<file path="config.mk">
export PLATFORM = sky130hd
export DESIGN_NAME = detect_sequencer
export DESIGN_NICKNAME = d
export VERILOG_FILES = /design/src/rtl/detect_pkg.sv /design/src/rtl/detect_sequencer_classifier.sv /design/src/rtl/detect_sequencer.sv
export SDC_FILE = /design/constraint.sdc
export NUM_CORES = 1
export LEC_CHECK = 0
export CAP_MARGIN = 20
export CORE_ASPECT_RATIO = 0.7
export CORE_MARGIN = 2
export CORE_UTILIZATION = 25
export CTS_BUF_LIST = sky130_fd_sc_hd__clkbuf_16
export DETAILED_ROUTE_END_ITERATION = 10
export MAX_ROUTING_LAYER = met4
export PLACE_DENSITY = 0.5
export SYNTH_ARGS = -nofsm -noshare
export SYNTH_HDL_FRONTEND = slang
export SYNTH_SLANG_ARGS = --single-unit
</file>
<file path="constraint.sdc">
create_clock -name clk -period 4.04 [get_ports clk]
set_input_delay 1.212 -clock clk [delete_from_list [all_inputs] [get_ports clk]]
set_output_delay 1.212 -clock clk [all_outputs]
set_load 0.005 [all_outputs]
</file>
<file path="src/rtl/detect_pkg.sv">
// detect_pkg: shared types and default thresholds for the detect sequencer
package detect_pkg;
  typedef enum logic [1:0] {OTHER = 2'd0, WHITE = 2'd1, BLACK = 2'd2} frame_class_t;
  typedef enum logic [1:0] {IDLE, CONFIRM, LAUNCH, RUN} seq_state_t;
  localparam logic [7:0] BRIGHT_TH_DEF = 8'hAF;
  localparam logic [7:0] DARK_TH_DEF = 8'h1F;
  localparam int CNT_W_DEF = 20;
  localparam logic [19:0] MIN_PIX_DEF = 20'd150000;
  localparam logic [3:0] CONFIRM_DEF = 4'd3;
  localparam logic [7:0] TIMEOUT_DEF = 8'd30;
endpackage

</file>
<file path="src/rtl/detect_sequencer_classifier.sv">
// frame_classifier: counts bright/dark pixels per frame and registers the frame class
module frame_classifier
  import detect_pkg::*;
#(
  parameter logic [7:0] BRIGHT_TH = BRIGHT_TH_DEF,
  parameter logic [7:0] DARK_TH = DARK_TH_DEF,
  parameter int CNT_W = CNT_W_DEF,
  parameter logic [CNT_W-1:0] MIN_PIX = MIN_PIX_DEF
) (
  input  logic         clk,
  input  logic         rst,
  input  logic         pix_valid,
  input  logic         frame_end,
  input  logic [7:0]   vga_r,
  input  logic [7:0]   vga_g,
  input  logic [7:0]   vga_b,
  output frame_class_t frame_class,
  output logic         frame_class_valid
);
  logic w_bright;
  logic w_dark;
  logic [CNT_W-1:0] r_bright_cnt;
  logic [CNT_W-1:0] r_dark_cnt;
  logic [CNT_W-1:0] w_bright_nxt;
  logic [CNT_W-1:0] w_dark_nxt;
  always_comb begin
    w_bright = pix_valid && vga_r > BRIGHT_TH && vga_g > BRIGHT_TH && vga_b > BRIGHT_TH;
    w_dark = pix_valid && vga_r < DARK_TH && vga_g < DARK_TH && vga_b < DARK_TH;
    w_bright_nxt = (w_bright && !(&r_bright_cnt)) ? r_bright_cnt + 1'b1 : r_bright_cnt;
    w_dark_nxt = (w_dark && !(&r_dark_cnt)) ? r_dark_cnt + 1'b1 : r_dark_cnt;
  end
  always_ff @(posedge clk) begin
    if (rst) begin
      r_bright_cnt <= '0;
      r_dark_cnt <= '0;
      frame_class <= OTHER;
      frame_class_valid <= 1'b0;
    end else begin
      r_bright_cnt <= frame_end ? '0 : w_bright_nxt;
      r_dark_cnt <= frame_end ? '0 : w_dark_nxt;
      frame_class_valid <= frame_end;
      if (frame_end) begin
        if (w_bright_nxt >= MIN_PIX) frame_class <= WHITE;
        else if (w_dark_nxt >= MIN_PIX) frame_class <= BLACK;
        else frame_class <= OTHER;
      end
    end
  end
endmodule

</file>
<file path="src/rtl/detect_sequencer.sv">
// detect_sequencer: confirms white frames, launches the detection engine and supervises the run
module detect_sequencer
  import detect_pkg::*;
#(
  parameter logic [7:0] BRIGHT_TH = BRIGHT_TH_DEF,
  parameter logic [7:0] DARK_TH = DARK_TH_DEF,
  parameter int CNT_W = CNT_W_DEF,
  parameter logic [CNT_W-1:0] MIN_PIX = MIN_PIX_DEF,
  parameter logic [3:0] CONFIRM_FRAMES = CONFIRM_DEF,
  parameter logic [7:0] TIMEOUT_FRAMES = TIMEOUT_DEF
) (
  input  logic       clk,
  input  logic       rst,
  input  logic       pix_valid,
  input  logic       frame_end,
  input  logic [7:0] vga_r,
  input  logic [7:0] vga_g,
  input  logic [7:0] vga_b,
  input  logic       det_ready,
  input  logic       det_done,
  output logic       start_detect,
  output logic       finish_detect,
  output logic       detecting,
  output logic       abort_detect,
  output logic       timeout,
  output logic [1:0] frame_class,
  output logic       frame_class_valid
);
  frame_class_t w_class;
  logic w_valid;
  seq_state_t r_state;
  logic [3:0] r_conf_cnt;
  logic [7:0] r_frame_cnt;
  frame_classifier #(
    .BRIGHT_TH(BRIGHT_TH),
    .DARK_TH(DARK_TH),
    .CNT_W(CNT_W),
    .MIN_PIX(MIN_PIX)
  ) u_cls (
    .clk(clk),
    .rst(rst),
    .pix_valid(pix_valid),
    .frame_end(frame_end),
    .vga_r(vga_r),
    .vga_g(vga_g),
    .vga_b(vga_b),
    .frame_class(w_class),
    .frame_class_valid(w_valid)
  );
  assign frame_class = w_class;
  assign frame_class_valid = w_valid;
  always_ff @(posedge clk) begin
    if (rst) begin
      r_state <= IDLE;
      r_conf_cnt <= '0;
      r_frame_cnt <= '0;
      start_detect <= 1'b0;
      finish_detect <= 1'b1;
      detecting <= 1'b0;
      abort_detect <= 1'b0;
      timeout <= 1'b0;
    end else begin
      abort_detect <= 1'b0;
      timeout <= 1'b0;
      case (r_state)
        IDLE: if (w_valid && w_class == WHITE) begin
          r_conf_cnt <= 4'd1;
          if (CONFIRM_FRAMES == 4'd1) begin
            r_state <= LAUNCH;
            start_detect <= 1'b1;
            finish_detect <= 1'b0;
          end else r_state <= CONFIRM;
        end
        CONFIRM: if (w_valid) begin
          if (w_class == WHITE) begin
            r_conf_cnt <= r_conf_cnt + 4'd1;
            if (r_conf_cnt + 4'd1 == CONFIRM_FRAMES) begin
              r_state <= LAUNCH;
              start_detect <= 1'b1;
              finish_detect <= 1'b0;
            end
          end else begin
            r_conf_cnt <= '0;
            r_state <= IDLE;
          end
        end
        LAUNCH: if (det_ready) begin
          r_state <= RUN;
          start_detect <= 1'b0;
          detecting <= 1'b1;
          r_frame_cnt <= '0;
          r_conf_cnt <= '0;
        end
        RUN: if (det_done || (w_valid && (w_class == BLACK || r_frame_cnt + 8'd1 == TIMEOUT_FRAMES))) begin
          r_state <= IDLE;
          detecting <= 1'b0;
          finish_detect <= 1'b1;
          abort_detect <= !det_done && w_class == BLACK;
          timeout <= !det_done && w_class != BLACK;
        end else if (w_valid) r_frame_cnt <= r_frame_cnt + 8'd1;
        default: r_state <= IDLE;
      endcase
    end
  end
endmodule

</file>
==> run summary <==
Outcome: finished clean
Register area: 1240 um2
Port bufs: 37
Avg Inst Size Synth: 7.94 um2
Setup TNS: 0 ns
Drt drc: 0
Area Growth Syn to Fin: 22.1%
Layout cells sized above 1: 8.30%
Ys Warns: 0
Initial cell density of the core: 25.8%
Post-synthesis cell type count: 63
Worst slew pin tran: 0.761 ns
Slew Limit Fails: 0
Post-synth ARST share: 0%
Clk buf depth: 2
Root buf cell: clkbuf_16
Number of synthesized flops with an enable pin: 0
Resize count post-CTS: 0
Area of the multi-input gates: 2350 um2
Pwr dens: 340 nW/um2
Core ar.: 14800 um2
Row count: 37
Global-route wire length before repair: 15700 um
Max VDD drop: 226 uV
Post-CTS Hold Fix Bufs: 0
Clock slew at reported path FFs: 0.06 ns
Synth area leader: dfxtp_1
R2r setup slk: 1.01 ns
Post-CTS setup buffers: 0
Die height: 107 um
Top-area cell type share of the netlist area: 32.6%
Final hold vios: 0
CTS Sinks: 62
Clk_lat worst skew: 0.33 ns
Sequential area share after synthesis: 32.6%
Wire per inst: 13.0 um
Post-DP HPWL: 6710 um
Fin crit period: 3.53 ns
GRT Total Usage: 12.4%
GPL Wtd Cong: 0.803
Final wirelength: 9260 um
Critical path capture point type: register
Crit path kind: primary input to register
Antenna diode count: 0
Achievable frequency: 283 MHz
Fillers: 1556
Total Die Area: 16200 um2
Hold path start: u_cls.r_dark_cnt[1]
Via count: 3500
Arr. time, crit path: 3.74 ns
Mapped cell area: 3800 um2
Final Cycle Share: 87.4%
Post-Synthesis Cells: 479
1st-pass router iterations: 4
Initial DRC Count: 210
Min-Delay Endpoint: u_cls.r_dark_cnt[1]
Worst R2R Start: u_cls.r_dark_cnt[0]
Critical Path Fanout Max: 4
Max-cap violation count: 0
Seq cells post-synth: 62
Remaining global-route overflow: 0
Top cells by area, synth: dfxtp_1 (33%), nor2_1 (7.5%), xnor2_1 (4.8%)
Setup Viol. Count Final: 0
Chip width: 151 um
R2r worst-path depth: 9
Worst path required time: 4.25 ns
Largest net degree at the start of global routing: 29
Hold WC Path Type: register to register
Critical path startpoint category: primary input
Net count after synthesis: 520
Initial antenna violation count: 0
Clk_skew: 0.00490 ns
CTS tree: built
Power, Total: 0.00158 W
Antenna viol nets, final: 0
Hold Path Depth: 2
Top-count cell post-synth: nor2_1
Synth Flop Type: dfxtp_1
Vias in the first global route: 3286
CTS buffer count: 9
Top Ports: 38
Synth top cells by count: nor2_1 (76), dfxtp_1 (62), nand2_1 (38)
RSZ-0062 raised after global routing: no
Nets: 554
Reg2Reg Capture Point: u_cls.frame_class[1]
Htree depth: 3
DR vias/cell: 4.91
Leakage power: 1.57 nW
Rel. slew slack: 48.8%
[power breakdown]
group	total (W)	switching [W]	internal, W	leakage, nW
sequential	0.000629	0.0000100	0.000619	0.500
clock	0.000846	0.000304	0.000542	0.152
combinational	0.000105	0.0000529	0.0000525	0.917
total	0.00158	0.000367	0.00121	1.57
[area by class of cell]
type,instances,area share (%)
timing repair buffer,45,9.26
clock inverter,7,2.10
tap,195,5.25
clock buffer,9,4.85
inverter,15,1.21
sequential,62,26.7
multi-input combinational,380,50.6
[cell families (layout without fill, tap and decap cells)]
logic type | Yosys count | count (layout) | synth area share (%)
buf+inv | 37 | 76 | 5.56
flops | 62 | 62 | 32.6
compound gates | 83 | 83 | 14.2
mux | 8 | 8 | 2.11
simple gates | 238 | 238 | 32.7
xor+xnor | 40 | 40 | 9.21
fa+ha+maj | 11 | 11 | 3.62
[layout by cell type, fill, tap and decap left out, types with 9 or more instances in the layout]
| cell type | n |
|---|---|
| o21ai_0 | 12 |
| xor2_1 | 19 |
| dfxtp_1 | 62 |
| ha_1 | 11 |
| nand4_1 | 18 |
| and3_1 | 10 |
| nor3_1 | 13 |
| inv_1 | 15 |
| a21oi_1 | 30 |
| xnor2_1 | 21 |
| nand2_1 | 38 |
| clkdlybuf4s50_1 | 37 |
| nor2_1 | 76 |
| nand3_1 | 27 |
| clkbuf_16 | 9 |
[worst max-delay path by stage]
stage | start | end | depth (start not counted)
after floorplan | vga_g[4] | u_cls.frame_class[0] | 9
after global placement | vga_g[5] | u_cls.frame_class[0] | 9
after detailed placement | vga_g[4] | u_cls.frame_class[0] | 9
after CTS | vga_r[7] | u_cls.frame_class[0] | 9
after global routing | vga_r[7] | u_cls.frame_class[0] | 9
final | vga_b[7] | u_cls.frame_class[0] | 9
[state kept, by name, summed over array words and instances (netlist names), named ones only]
| name | flops |
|---|---|
| u_cls.frame_class | 2 |
| start_detect | 1 |
| u_cls.r_dark_cnt | 20 |
| u_cls.frame_class_valid | 1 |
| timeout | 1 |
| r_frame_cnt | 8 |
| detecting | 1 |
| u_cls.r_bright_cnt | 20 |
| r_conf_cnt | 4 |
| r_state | 1 |
| abort_detect | 1 |
| finish_detect | 1 |
[per-layer routing]
layer  GRT usage, %  up-vias  share of wire, %
li1               -     1785                 -
met1           17.9     1627                54
met2           16.9       79                38
met3           3.19        9               6.1
met4           3.40        0               1.0
met5              -        -                 0
[per-stage QoR]
| step | setup WS (ns) | utilization (%) | area, um2 | hold WS (ns) | instances |
|---|---|---|---|---|---|
| after global routing | 0.418 | 31.5 | 4650 | 0.528 | 713 |
| final | 0.508 | 31.5 | 4650 | 0.478 | 713 |
| after CTS | 0.515 | 31.5 | 4650 | 0.478 | 713 |
| after detailed placement | 0.154 | 29.3 | 4320 | 0.470 | 697 |
| after floorplan | 0.678 | - | 3800 | 0.449 | 479 |
| after global placement | 0.186 | 29.3 | 4320 | 0.465 | 697 |
[worst max-delay path, stage by stage]
cell and delay, ns:
clkdlybuf4s50_1 0.49, nand4_1 0.11, or4_1 0.59, a31o_2 0.28, a211o_1 0.26, a31o_2 0.25, a32o_1 0.25, a21oi_1 0.19
a311oi_1 0.12
No activity file was read; power rests on OpenSTA's default activity.
